==> config.mk <==
export PLATFORM = sky130hd
export DESIGN_NAME = bk_save_ctrl
export DESIGN_NICKNAME = d
export VERILOG_FILES = /design/src/rtl/bk_pkg.sv /design/src/rtl/bk_dirty_map.sv /design/src/rtl/bk_save_ctrl.sv
export SDC_FILE = /design/constraint.sdc
export NUM_CORES = 1
export LEC_CHECK = 0
export ABC_AREA = 1
export BUFFER_PORTS_ARGS = -buffer_cell sky130_fd_sc_hd__buf_4
export CAP_MARGIN = 20
export CORE_MARGIN = 4
export CORE_UTILIZATION = 50
export CTS_CLUSTER_SIZE = 12
export DETAILED_ROUTE_END_ITERATION = 16
export GPL_TIMING_DRIVEN = 0
export PLACE_DENSITY_LB_ADDON = 0.3
export SLEW_MARGIN = 20
export SYNTH_ARGS = -nofsm -noshare
export SYNTH_HDL_FRONTEND = slang
export SYNTH_SLANG_ARGS = --single-unit
==> constraint.sdc <==
create_clock -name clk_sys -period 3.15 [get_ports clk_sys]
set_input_delay 0 -clock clk_sys [delete_from_list [all_inputs] [get_ports clk_sys]]
set_output_delay 0 -clock clk_sys [all_outputs]
set_load 0.02 [all_outputs]
==> src/rtl/bk_pkg.sv <==
// Shared types and constants for the backup-RAM save controller.
// Holds the controller states, transfer modes and the 4-word save-image header.
package bk_pkg;

    localparam int BK_SECTORS_DEFAULT = 16;

    typedef enum logic [2:0] {
        S_IDLE,
        S_REQ,
        S_XFER,
        S_NEXT,
        S_FMT
    } bk_state_e;

    typedef enum logic [1:0] {
        M_LOAD,
        M_SAVE_ALL,
        M_SAVE_DIRTY
    } bk_mode_e;

    localparam logic [15:0] BK_HDR0 = 16'h5548;
    localparam logic [15:0] BK_HDR1 = 16'h4D42;
    localparam logic [15:0] BK_HDR2 = 16'h8800;
    localparam logic [15:0] BK_HDR3 = 16'h8010;

    function automatic logic [15:0] bk_hdr_word(input logic [1:0] idx);
        case (idx)
            2'd0:    return BK_HDR0;
            2'd1:    return BK_HDR1;
            2'd2:    return BK_HDR2;
            default: return BK_HDR3;
        endcase
    endfunction

endpackage

==> src/rtl/bk_dirty_map.sv <==
// Per-sector dirty bitmap with lowest-dirty-sector search; one-cycle update, no backpressure.
// Set requests win over a same-cycle clear so a write racing its own save is never lost.
module bk_dirty_map
    import bk_pkg::*;
#(
    parameter int SECTORS = BK_SECTORS_DEFAULT,
    parameter int SW      = $clog2(SECTORS)
) (
    input  logic               clk_sys,
    input  logic               reset,
    input  logic [SECTORS-1:0] set_mask_i,
    input  logic               clr_vld_i,
    input  logic [SW-1:0]      clr_idx_i,
    input  logic               clr_all_i,
    output logic [SECTORS-1:0] dirty_o,
    output logic               any_o,
    output logic [SW-1:0]      first_o
);

    logic [SECTORS-1:0] dirty_q, dirty_d;
    logic [SECTORS-1:0] clr_mask;

    always_comb begin
        clr_mask = '0;
        if (clr_vld_i) clr_mask[clr_idx_i] = 1'b1;
        if (clr_all_i) dirty_d = '0;
        else           dirty_d = (dirty_q & ~clr_mask) | set_mask_i;
    end

    always_ff @(posedge clk_sys) begin
        if (reset) dirty_q <= '0;
        else       dirty_q <= dirty_d;
    end

    always_comb begin
        first_o = '0;
        for (int i = SECTORS - 1; i >= 0; i--) begin
            if (dirty_q[i]) first_o = SW'(i);
        end
    end

    assign dirty_o = dirty_q;
    assign any_o   = |dirty_q;

endmodule

==> src/rtl/bk_save_ctrl.sv <==
// Sequences backup-RAM sector loads/saves with the HPS and writes the save-image header.
// One sector per sd_rd/sd_wr handshake; trigger edges outside IDLE are dropped.
module bk_save_ctrl
    import bk_pkg::*;
#(
    parameter int SECTORS = BK_SECTORS_DEFAULT,
    parameter int SW      = $clog2(SECTORS)
) (
    input  logic          clk_sys,
    input  logic          reset,
    input  logic          downloading,
    input  logic          img_mounted,
    input  logic          img_readonly,
    input  logic [63:0]   img_size,
    input  logic          osd_status,
    input  logic          load_req,
    input  logic          save_req,
    input  logic          autosave_en,
    input  logic          format_req,
    input  logic          bram_wr,
    input  logic [SW-1:0] bram_sector,
    input  logic          sd_ack,
    output logic [31:0]   sd_lba,
    output logic          sd_rd,
    output logic          sd_wr,
    output logic          bk_ena,
    output logic          bk_pending,
    output logic          bk_state,
    output logic          bk_loading,
    output logic          fmt_we,
    output logic [1:0]    fmt_addr,
    output logic [15:0]   fmt_data
);

    bk_state_e     state_q, state_d;
    bk_mode_e      mode_q, mode_d;
    logic [SW-1:0] sector_q, sector_d;
    logic          done_q, done_d;
    logic [1:0]    fcnt_q, fcnt_d;
    logic          rd_q, rd_d, wr_q, wr_d;
    logic          loading_q, loading_d;
    logic          pending_q, pending_d;
    logic          ena_q, ena_d;
    logic          dl_q, ld_q, sv_q, osd_q, fmt_q, ack_q;

    logic               pend_clr, fmt_mark, clr_vld, clr_all, core_wr;
    logic [SECTORS-1:0] set_mask, dirty;
    logic               any_dirty;
    logic [SW-1:0]      first_dirty;

    wire dl_rise  = downloading & ~dl_q;
    wire dl_fall  = ~downloading & dl_q;
    wire ld_rise  = load_req & ~ld_q;
    wire sv_rise  = save_req & ~sv_q;
    wire osd_rise = osd_status & ~osd_q;
    wire fmt_rise = format_req & ~fmt_q;
    wire ack_rise = sd_ack & ~ack_q;
    wire ack_fall = ~sd_ack & ack_q;

    wire start_load = ena_q & ((dl_fall & (|img_size)) | ld_rise);
    wire start_save = ena_q & sv_rise;
    wire start_auto = ena_q & osd_rise & pending_q & autosave_en;

    assign core_wr = bram_wr & ena_q;

    always_comb begin
        state_d   = state_q;
        mode_d    = mode_q;
        sector_d  = sector_q;
        done_d    = done_q;
        fcnt_d    = fcnt_q;
        rd_d      = rd_q;
        wr_d      = wr_q;
        loading_d = loading_q;
        pend_clr  = 1'b0;
        fmt_mark  = 1'b0;
        clr_vld   = 1'b0;
        clr_all   = 1'b0;
        case (state_q)
            S_IDLE: begin
                if (start_load) begin
                    mode_d    = M_LOAD;
                    sector_d  = '0;
                    loading_d = 1'b1;
                    pend_clr  = 1'b1;
                    state_d   = S_REQ;
                end else if (start_save) begin
                    mode_d   = M_SAVE_ALL;
                    sector_d = '0;
                    pend_clr = 1'b1;
                    state_d  = S_REQ;
                end else if (start_auto) begin
                    // Nothing dirty means nothing to write: stay put.
                    if (any_dirty) begin
                        mode_d   = M_SAVE_DIRTY;
                        sector_d = first_dirty;
                        pend_clr = 1'b1;
                        state_d  = S_REQ;
                    end
                end else if (fmt_rise) begin
                    fcnt_d  = '0;
                    state_d = S_FMT;
                end
            end
            S_REQ: begin
                rd_d    = (mode_q == M_LOAD);
                wr_d    = (mode_q != M_LOAD);
                state_d = S_XFER;
            end
            S_XFER: begin
                if (ack_rise) begin
                    rd_d = 1'b0;
                    wr_d = 1'b0;
                end
                if (ack_fall) begin
                    done_d  = 1'b1;
                    state_d = S_NEXT;
                end
            end
            S_NEXT: begin
                // done_q=0 marks a sector reached by skipping, not yet transferred.
                if (done_q && mode_q != M_LOAD) clr_vld = 1'b1;
                if (!done_q && dirty[sector_q]) begin
                    state_d = S_REQ;
                end else if (sector_q == SW'(SECTORS - 1)) begin
                    state_d = S_IDLE;
                    if (mode_q == M_LOAD) begin
                        loading_d = 1'b0;
                        clr_all   = 1'b1;
                    end
                end else begin
                    sector_d = sector_q + SW'(1);
                    if (mode_q == M_SAVE_DIRTY) done_d = 1'b0;
                    else                        state_d = S_REQ;
                end
            end
            S_FMT: begin
                fcnt_d = fcnt_q + 2'd1;
                if (fcnt_q == 2'd3) begin
                    fmt_mark = 1'b1;
                    state_d  = S_IDLE;
                end
            end
            default: state_d = S_IDLE;
        endcase
    end

    always_comb begin
        pending_d = pending_q;
        if (pend_clr) pending_d = 1'b0;
        if ((core_wr && !osd_status) || fmt_mark) pending_d = 1'b1;

        ena_d = ena_q;
        if (dl_rise)                                          ena_d = 1'b0;
        else if (downloading && img_mounted && !img_readonly) ena_d = 1'b1;

        set_mask = '0;
        if (core_wr)  set_mask[bram_sector] = 1'b1;
        if (fmt_mark) set_mask[0] = 1'b1;
    end

    always_ff @(posedge clk_sys) begin
        if (reset) begin
            state_q   <= S_IDLE;
            mode_q    <= M_LOAD;
            sector_q  <= '0;
            done_q    <= 1'b0;
            fcnt_q    <= '0;
            rd_q      <= 1'b0;
            wr_q      <= 1'b0;
            loading_q <= 1'b0;
            pending_q <= 1'b0;
            ena_q     <= 1'b0;
        end else begin
            state_q   <= state_d;
            mode_q    <= mode_d;
            sector_q  <= sector_d;
            done_q    <= done_d;
            fcnt_q    <= fcnt_d;
            rd_q      <= rd_d;
            wr_q      <= wr_d;
            loading_q <= loading_d;
            pending_q <= pending_d;
            ena_q     <= ena_d;
        end
    end

    // Edge history tracks the inputs even through reset, so release never fakes an edge.
    always_ff @(posedge clk_sys) begin
        dl_q  <= downloading;
        ld_q  <= load_req;
        sv_q  <= save_req;
        osd_q <= osd_status;
        fmt_q <= format_req;
        ack_q <= sd_ack;
    end

    bk_dirty_map #(
        .SECTORS(SECTORS),
        .SW     (SW)
    ) u_map (
        .clk_sys   (clk_sys),
        .reset     (reset),
        .set_mask_i(set_mask),
        .clr_vld_i (clr_vld),
        .clr_idx_i (sector_q),
        .clr_all_i (clr_all),
        .dirty_o   (dirty),
        .any_o     (any_dirty),
        .first_o   (first_dirty)
    );

    assign sd_lba     = 32'(sector_q);
    assign sd_rd      = rd_q;
    assign sd_wr      = wr_q;
    assign bk_ena     = ena_q;
    assign bk_pending = pending_q;
    assign bk_loading = loading_q;
    assign bk_state   = (state_q == S_REQ) || (state_q == S_XFER) || (state_q == S_NEXT);
    assign fmt_we     = (state_q == S_FMT);
    assign fmt_addr   = fmt_we ? fcnt_q : 2'd0;
    assign fmt_data   = fmt_we ? bk_hdr_word(fcnt_q) : 16'd0;

endmodule

Word level (Yosys, flattened, before mapping)
Index checks and enable logic that the tools add are counted.
Storage, ports and cells
  register bits after elaboration: 39
  input port bits: 80
  output and inout bits: 57
  logic and storage cells: 195
Operators by class
  add/sub/neg operators: 2
  order comparisons: 4
  equality and inequality tests: 27
  muxes and demuxes: 83
  bitwise logic cells: 27
  reductions and logical operators: 35
Operators by type and width (count)
  $mux W4: 22
  $reduce_or A64 Y1: 1
  $mux W16: 3
  $pmux W16 S3: 1
  $mux W3: 10
  $mux W1: 28
  $reduce_and A5 Y1: 5
  $ne A2 B2 Y1 const B: 12
  $mux W2: 9
  $and A16 B16 Y16: 1
  $not A16 Y16: 1
  $or A16 B16 Y16: 1
  $reduce_or A16 Y1: 1
  $and A1 B1 Y1: 15
  $pmux W3 S5: 1
  $ne A4 B4 Y1 const B: 3
  $reduce_bool A2 Y1: 6
  $lt A4 B5 Y1 const B: 2
  $ne A5 B5 Y1 const B: 2
  $demux W1 S4: 2
  $ge A4 B1 Y1 const B: 2
  $not A1 Y1: 8
  $pmux W1 S2: 4
  $pmux W4 S2: 1
  other kinds (21): 37

Longest topological paths before layout
Gate-level depths: netlist (run 1).
  depth after elaboration: 21
  gate-level depth with buffers: 19
  depth with buffers taken out: 19

Hierarchy
From an unflattened synthesis (run 1), not the netlist that was laid out.
Unflattened totals
  cell total of the unflattened synthesis: 507
  area, all modules: 3015.4 µm²
Modules (own cells, without submodules)
  bk_save_ctrl: instances 1, cells each 378, area each 2189.6 µm², sequential area each 460.4 µm²
  bk_dirty_map: instances 1, cells each 129, area each 825.8 µm², sequential area each 320.3 µm²

Worst setup path before layout (run 1)
No wires, ideal clock.
  kind: flip-flop to flip-flop
  from: register state_q[1]
  to: register u_map.dirty_q[0] (netlist: u_map.dirty_o[0])
  arrival time: 1.670 ns
  path slack: 1.410 ns
  cell stages (with the launch flop): 8
  path buffers: 0
  period minus slack after synthesis: 1.740 ns
  path through: dfxtp_1 nor2_1 inv_1 nor2_1 inv_1 nor2_1 a21oi_1 a21oi_1
Between the ends
  elaborated cells between the ends (all ways): 11
RTL lines
  start, declared: line bk_save_ctrl.sv:35  | bk_state_e state_q, state_d;
  start signal, assigned: line bk_save_ctrl.sv:175  | state_q <= state_d;
  $eq A3 B3 Y1
  named net fmt_we: line bk_save_ctrl.sv:30  | output logic fmt_we,
  $mux W1: line bk_save_ctrl.sv:79  | case (state_q)
  $mux W1: line bk_save_ctrl.sv:159  | if (fmt_mark) set_mask[0] = 1'b1;
  $or A16 B16 Y16: line bk_dirty_map.sv:27  | else dirty_d = (dirty_q & ~clr_mask) | set_mask_i;
  end signal, assigned: line bk_dirty_map.sv:32  | else dirty_q <= dirty_d;
  end, declared: line bk_dirty_map.sv:20  | logic [SECTORS-1:0] dirty_q, dirty_d;
The timed path passes the listed nets, and every way through them passes these cells.
A chain may end at the register's enable or synchronous reset.

Final worst setup path (run 1)
  from: register sector_q[1]
  to: register u_map.dirty_q[6] (netlist: u_map.dirty_o[6])
Between the ends
  longest elaborated chain between the ends: 8
  elaborated cells between the ends (all ways): 17
RTL lines
  start, declared: line bk_save_ctrl.sv:37  | logic [SW-1:0] sector_q, sector_d;
  start signal, assigned: line bk_save_ctrl.sv:177  | sector_q <= sector_d;
  $lt A4 B5 Y1 (implied by the code) / $ge A4 B1 Y1 (equally long branches): line bk_dirty_map.sv:25  | if (clr_vld_i) clr_mask[clr_idx_i] = 1'b1;
  $logic_and A1 B1 Y1 (implied by the code): line bk_dirty_map.sv:25
  $mux W1 (implied by the code): line bk_dirty_map.sv:25
  $demux W1 S4
  $mux W16: line bk_dirty_map.sv:25
  $not A16 Y16: line bk_dirty_map.sv:27
  $and A16 B16 Y16: line bk_dirty_map.sv:27
  $or A16 B16 Y16: line bk_dirty_map.sv:27
Several ways; a longest one is shown, not always the timed one. The select of a mux whose other input is x is not followed.

==> results.yml, run 1 <==
outcome:
  status: "completed"
routing:
  wl_met3_microns: 757
  vias: 3452
  ant_nets: 0
  viasPerCell: 4.85
  routed.top_layer: "met4"
  wl_per_cell_microns: 12.7
  drt-total-wl_microns: 9030
  drt_iter0_drc: 267
  met1_length_microns: 3680
  drc: 0
  route.met2.wl_microns: 4450
  dr.pass1.iters: 5
cts:
  clk_latency_ns: 0.30
  root_buffer: "clkbuf_8"
  cts_tree: "done"
  ctsResizeCount: 0
  postCtsHoldBufs: 6
  htreeDepth: 2
  cts_made_buffers: 5
  cts_num_sinks: 39
  cts_buffer_depth: 2
  clkTransAtPathRegs_ns: 0.07
  postCtsSetupBuffers: 0
sta:
  whs_ns: 0.0128
  period_share_pct: 62.2
  slew_viol_final: 0
  rsz0062_at_grt: "false"
  hold_violations: 0
  slew_headroom_pct: 54.9
  clock.fmax_ghz: 0.511
  fin_crit_ns: 1.96
  setup_viol: 0
  clock_skew_ns: 0.00860
  setup_tns_ns: 0
  tightest_slew_ns: 0.671
grt:
  antenna_found_initial: 0
  grt_pass1_vias: 3204
  grt_pass1_wl_microns: 14800
  grt_start_max_net_pins: 14
  grtUsageTotal_pct: 24.5
  grt_overflow_total: 0
logic_synthesis:
  synth_top_flop_cell: "dfxtp_1"
  syn_avg_cell_area_sq_um: 6.18
  synth_edf_count: 0
  synthCells: 488
  yosysUniqueCellTypes: 39
  synth_area_sq_um: 3020
  async_reset_ff_share_pct: 0
  synth-seq-cells: 39
  yosysWarnings: 0
  yosysSeqAreaShare_pct: 25.9
floorplanning:
  die_width_microns: 85.7
  die_h_microns: 85.7
  coreArea_sq_um: 5890
  dieArea_sq_um: 7340
  ios: 137
  rows: 28
  initial_core_util_pct: 51.2
min_path:
  min_path_cells: 3
  worstHoldStart: "img_readonly"
  holdPathEnd: "bk_ena"
  hold_class: "in -> reg"
power_and_ir_drop:
  power_leakage_nw: 2.21
  peakVddDrop_mv: 0.609
  power_density_nw_per_um2: 555
worst_setup_path:
  r2r-end: "u_map.dirty_o[6]"
  path_buf_inv: 3
  reg2reg_depth: 12
  timing.rr.start: "sector_q[1]"
  cp.arrival_ns: 2.14
  slowest_stage: "dfxtp_1"
  crit_chain: "inv_1, nand3_1, o21ai_1, nand2_1, nand2_1, inv_2, nand2_1, nand2_1, nand3_1, nand2_2, buf_4, nor2_1"
  start_kind: "flip-flop"
  cp_top_family: "simple AND/OR/NAND/NOR gates"
  crit_type: "reg -> reg"
  cp-end-kind: "flip-flop"
  rrSetupSlack_ns: 1.19
  critPathRequiredTime_ns: 3.34
  cp_max_fo: 10
  cpPeakStageDelay_ns: 0.51
  path_common_cell: "nand2_1"
placed_design:
  gp_congestion: 0.941
  portBuffers: 102
  hpwl_microns: 7240
cells_and_area:
  nets: 725
  drive_above_1_share_pct: 27.5
  syn_to_final_growth_pct: 39.1
  antenna_cells: 0
  num-fill-cells: 514
run:
  timing.max_cap.violations: 0
## worst register-to-register path, cell delays in order, from the launching register on
cell and delay [ns]:
dfxtp_1 0.51, inv_1 0.23, nand3_1 0.13, o21ai_1 0.08, nand2_1 0.08, nand2_1 0.06
inv_2 0.04, nand2_1 0.09, nand2_1 0.08, nand3_1 0.12, nand2_2 0.17, buf_4 0.20
nor2_1 0.06
## cell families (layout without fill, tap and decap cells)
group / after synthesis / after routing / share of synthesized area (%)
simple gates: 287 / 287 / 42.0
xor+xnor: 1 / 1 / 0.291
other cells: 1 / 34 / 0.124
flops: 39 / 39 / 25.9
fa+ha+maj: 9 / 9 / 3.73
compound gates: 45 / 45 / 9.46
buf+inv: 106 / 222 / 18.5
## worst max-delay path by stage
| stage | startpoint | cells after the start | endpoint |
|---|---|---|---|
| 6_report | sector_q[1] | 12 | u_map.dirty_o[6] |
| 5_1_grt | sector_q[1] | 11 | state_q[0] |
| 3_3_place_gp | sector_q[1] | 12 | u_map.dirty_o[7] |
| 2_1_floorplan | state_q[1] | 7 | u_map.dirty_o[0] |
| 3_5_place_dp | sector_q[1] | 12 | u_map.dirty_o[10] |
| 4_1_cts | sector_q[1] | 12 | u_map.dirty_o[6] |
## per-stage QoR
stage	utilization, %	std cells	power (mW)	setup WS (ns)	instance area, sq um
2_1_floorplan	-	521	1.45	1.41	3140
3_3_place_gp	67.9	698	1.78	1.26	4000
3_5_place_dp	67.9	698	1.81	1.25	4000
4_1_cts	71.3	712	2.32	1.22	4200
5_1_grt	71.3	712	2.50	1.01	4200
6_report	71.3	712	2.33	1.19	4200
## cell usage after synthesis, types with 2 or more instances
master | n | area, sq um
nand2_1 | 117 | 439
nor2_1 | 116 | 435
inv_1 | 54 | 203
buf_4 | 40 | 300
dfxtp_1 | 39 | 781
nand3_1 | 27 | 135
a21oi_1 | 15 | 75.1
ha_1 | 9 | 113
a22oi_1 | 8 | 60.1
a32oi_1 | 7 | 61.3
inv_2 | 7 | 26.3
o21ai_0 | 7 | 35.0
nor3_1 | 6 | 30.0
nor3_4 | 4 | 65.1
nand2_2 | 3 | 18.8
nand4_1 | 3 | 18.8
nand3_2 | 2 | 20.0
o211ai_1 | 2 | 15.0
o21ai_1 | 2 | 10.0
## sequential cells by signal (all words and copies together), names as in the netlist
signal         cells
u_map.dirty_o     16
sector_q           4
state_q            3
fcnt_q             2
mode_q             2
ack_q              1
bk_ena             1
bk_loading         1
bk_pending         1
dl_q               1
done_q             1
fmt_q              1
ld_q               1
osd_q              1
sd_rd              1
sd_wr              1
sv_q               1
## layout make-up
type / instances / area, sq um / share of cell area [%]
multi-input combinational: 376 / 1800 / 42.9
timing repair buffer: 108 / 826 / 19.7
tap: 75 / 93.8 / 2.24
clock inverter: 3 / 67.6 / 1.61
clock buffer: 5 / 68.8 / 1.64
sequential: 39 / 781 / 18.6
inverter: 63 / 239 / 5.70
buffer: 43 / 320 / 7.63
## metal layers
metal / up-vias / track usage [%]
met3: 17 / 5.57
met2: 154 / 41.9
met1: 1524 / 30.9
met5: - / 0
li1: 1757 / -
met4: 0 / 7.19
## cell usage in the layout, fill, tap and decap left out, types with 2 or more instances in the layout
cell	count
a21oi_1	15
a22oi_1	8
a32oi_1	7
buf_4	142
bufinv_16	2
clkbuf_8	5
conb_1	34
dfxtp_1	39
dlygate4sd3_1	6
ha_1	9
inv_1	54
inv_2	7
nand2_1	117
nand2_2	3
nand3_1	27
nand3_2	2
nand4_1	3
nor2_1	116
nor3_1	6
nor3_4	4
o211ai_1	2
o21ai_0	7
o21ai_1	2
## power by group
| part | leakage (nW) | internal, mW | switching, mW |
|---|---|---|---|
| registers | 0.318 | 0.553 | 0.0732 |
| logic | 1.83 | 0.461 | 0.738 |
| clock network | 0.0644 | 0.316 | 0.186 |
| total | 2.21 | 1.33 | 0.997 |
No activity file was read; power rests on OpenSTA's default activity.
==> run 2, diff against run 1 <==
--- a/config.mk
+++ b/config.mk
@@ -5,11 +5,11 @@
 export SDC_FILE = /design/constraint.sdc
 export NUM_CORES = 1
 export LEC_CHECK = 0
-export ABC_AREA = 1
+export ABC_AREA = 0
 export BUFFER_PORTS_ARGS = -buffer_cell sky130_fd_sc_hd__buf_4
 export CAP_MARGIN = 20
 export CORE_MARGIN = 4
-export CORE_UTILIZATION = 50
+export CORE_UTILIZATION = 43
 export CTS_CLUSTER_SIZE = 12
 export DETAILED_ROUTE_END_ITERATION = 16
 export GPL_TIMING_DRIVEN = 0
==> constraint.sdc (replaced) <==
create_clock -name clk_sys -period 1.6 [get_ports clk_sys]
set_input_delay 0 -clock clk_sys [delete_from_list [all_inputs] [get_ports clk_sys]]
set_output_delay 0 -clock clk_sys [all_outputs]
set_load 0.02 [all_outputs]
==> run 2 against run 1 <==
The run now ends with setup timing left. First-iteration DRC count rose by 4.9%. Combinational power fell by 35%. Critical path depth fell by 3. Power rose by 14%. Clock-buffer cell count rose by 1. Sequential power rose by 61%. Worst hold slack improved by 0.0076 ns. Design area rose by 10%. Synthesized cell count fell by 22%. Flip-flop and latch count did not move. Worst setup slack got worse by 1.8 ns. Critical endpoint is now u_map.dirty_o[11].
==> results.yml, run 2 <==
cts:
  cts_buffer_depth: 2
  cts_num_sinks: 39
  cts_tree: "done"
  root_buffer: "clkbuf_8"
  htreeDepth: 2
  clk_latency_ns: 0.29
  cts_made_buffers: 5
  clkTransAtPathRegs_ns: 0.08
floorplanning:
  initial_core_util_pct: 43.9
  dieArea_sq_um: 8290
  rows: 30
  coreArea_sq_um: 6760
  ios: 137
  die_width_microns: 91.1
  die_h_microns: 91.1
logic_synthesis:
  synth_area_sq_um: 2970
  synth_edf_count: 0
  syn_avg_cell_area_sq_um: 7.81
  synthCells: 380
  async_reset_ff_share_pct: 0
  yosysSeqAreaShare_pct: 26.3
  yosysUniqueCellTypes: 63
  synth_top_flop_cell: "dfxtp_1"
  synth-seq-cells: 39
  yosysTopAreaCell: "dfxtp_1"
  synth_top_area_share_pct: 26.3
  netlist_top_cells_area: "dfxtp_1 (26%), buf_4 (9.9%), nor4_1 (4.9%)"
  yosysWarnings: 0
  ys_top_cells_by_count: "buf_4 (39), dfxtp_1 (39), nor2_1 (35), nand2_1 (31), nor4_1 (23)"
grt:
  grt_start_max_net_pins: 13
  grt.met1_usage_pct: 25.5
  grt_overflow_total: 0
  use_met2_pct: 42.3
  grt_pass1_wl_microns: 15700
  grt_busiest_layer: "met2"
  grt_pass1_vias: 3365
  grtUsageTotal_pct: 23.2
  use_met3_pct: 4.64
  antenna_found_initial: 0
sta:
  slew_viol_final: 0
  setup_viol: 26
  fin_crit_ns: 2.25
  whs_ns: 0.0204
  period_share_pct: 141
  clock_skew_ns: 0.00243
  slew_headroom_pct: 59.6
  rsz0062_at_grt: "true"
  clock.fmax_ghz: 0.444
  hold_violations: 0
  layout_setup_ws_ns: -0.650
  tightest_slew_ns: 0.603
power_and_ir_drop:
  internal_power_mw: 1.88
  pwr-share-comb_pct: 29.4
  p_sw_mw: 0.769
  power_leakage_nw: 2.03
  switching_share_pct: 29.0
  peakVddDrop_mv: 0.371
  power.clock.fraction_pct: 32.6
  power_density_nw_per_um2: 573
  totalPowerFinal_mw: 2.65
  pwr-share-seq_pct: 38.0
placed_design:
  gp_congestion: 0.955
  hpwl_microns: 7560
  portBuffers: 102
worst_setup_path:
  cp_max_fo: 6
  cp.arrival_ns: 2.44
  crit_type: "reg -> reg"
  cp-end-kind: "flip-flop"
  start_kind: "flip-flop"
  critPathRequiredTime_ns: 1.79
outcome:
  violations: "setup timing"
  status: "finished with violations"
routing:
  viasPerCell: 5.56
  dr.pass1.iters: 5
  drt-total-wl_microns: 10100
  drt_iter0_drc: 280
  ant_nets: 0
  drc: 0
  wl_per_cell_microns: 16.2
  vias: 3468
cells_and_area:
  num-fill-cells: 520
  drive_above_1_share_pct: 44.5
  utilization_pct: 68.4
  layout_commonest_cell: "buf_4"
  antenna_cells: 0
  largest_register_ffs: 16
  final_cell_mix: "buf_4 (155), conb_1 (34), nor2_1 (32)"
  syn_to_final_growth_pct: 55.8
  nets: 632
min_path:
  hold_class: "in -> reg"
run:
  timing.max_cap.violations: 0
## run 2: metrics by stage
| step | TNS, ns | cell area, sq um | setup slack [ns] | cells |
|---|---|---|---|---|
| finish | -14.50 | 4620 | -0.650 | 624 |
| global route | -16.01 | 4620 | -0.694 | 624 |
| global placement | -17.29 | 4000 | -0.715 | 595 |
| floorplan | -10.80 | 3130 | -0.522 | 413 |
| CTS | -13.57 | 4460 | -0.624 | 620 |
| detailed placement | -18.08 | 4000 | -0.755 | 595 |
## run 2: worst paths after layout
path / start / end / slack [ns] / cells after the start
setup / recovery: sector_q[0] / u_map.dirty_o[11] / -0.65 / 9
hold / removal: bram_sector[0] / u_map.dirty_o[3] / 0.02 / 3
setup reg to reg: sector_q[0] / u_map.dirty_o[11] / -0.65 / 9
hold reg to reg: sd_wr / sd_wr / 0.48 / 2
## run 2: repair_timing
item | 4_1_cts | 5_1_grt
setup buffers | 10 | 4
hold buffers | 8 | 0
endpoints found under the hold margin | 8 | 0
endpoints found under the setup margin | 40 | 36
resized for setup | 38 | 30
gates cloned | 0 | 1
pin swaps | 13 | 12
## run 2: power by group through the flow
| stage | clock network (mW) | registers, mW | logic (mW) |
|---|---|---|---|
| floorplan | 0 | 1.03 | 0.414 |
| global route | 0.907 | 1.01 | 0.837 |
| CTS | 0.867 | 1.01 | 0.744 |
| global placement | 0 | 1.03 | 0.680 |
| finish | 0.862 | 1.01 | 0.779 |
| detailed placement | 0 | 1.03 | 0.692 |
## run 2: cell type report
class	count	area, sq um	area share [%]
clock buffers	6	82.6	1.79
well taps	80	100	2.17
flip-flops and latches	39	798	17.3
multi-input cells	302	2160	46.7
clock inverters	2	35.0	0.758
inverters	18	67.6	1.46
repair buffers	125	988	21.4
plain buffers	52	390	8.45
## run 2: metal layers
metal | part of all wire (%) | up-vias
met5 | 0 | -
li1 | - | 1644
met3 | 8.6 | 32
met4 | 4.0 | 0
met1 | 37 | 1573
met2 | 51 | 219
## run 2: critical path, stage by stage (launching register included)
cell and delay, ns:
dfxtp_4 0.36, buf_8 0.12, mux4_2 0.50, mux2_4 0.31
a32oi_4 0.17, nand4_1 0.20, nand2b_1 0.15, buf_6 0.15
clkbuf_16 0.14, nor2_2 0.04
## run 2: logic make-up (layout without fill, tap and decap cells)
family | after synthesis | count (layout) | synth area share, %
and+or+nand+nor | 167 | 167 | 29.8
DFF | 39 | 39 | 26.3
xor gates and xnor gates | 1 | 1 | 0.295
buffers and inverters | 72 | 203 | 15.3
muxes | 7 | 7 | 3.96
AOI/OAI and AO/OA | 84 | 84 | 20.4
adders and majority gates | 9 | 9 | 3.80
other | 1 | 34 | 0.126
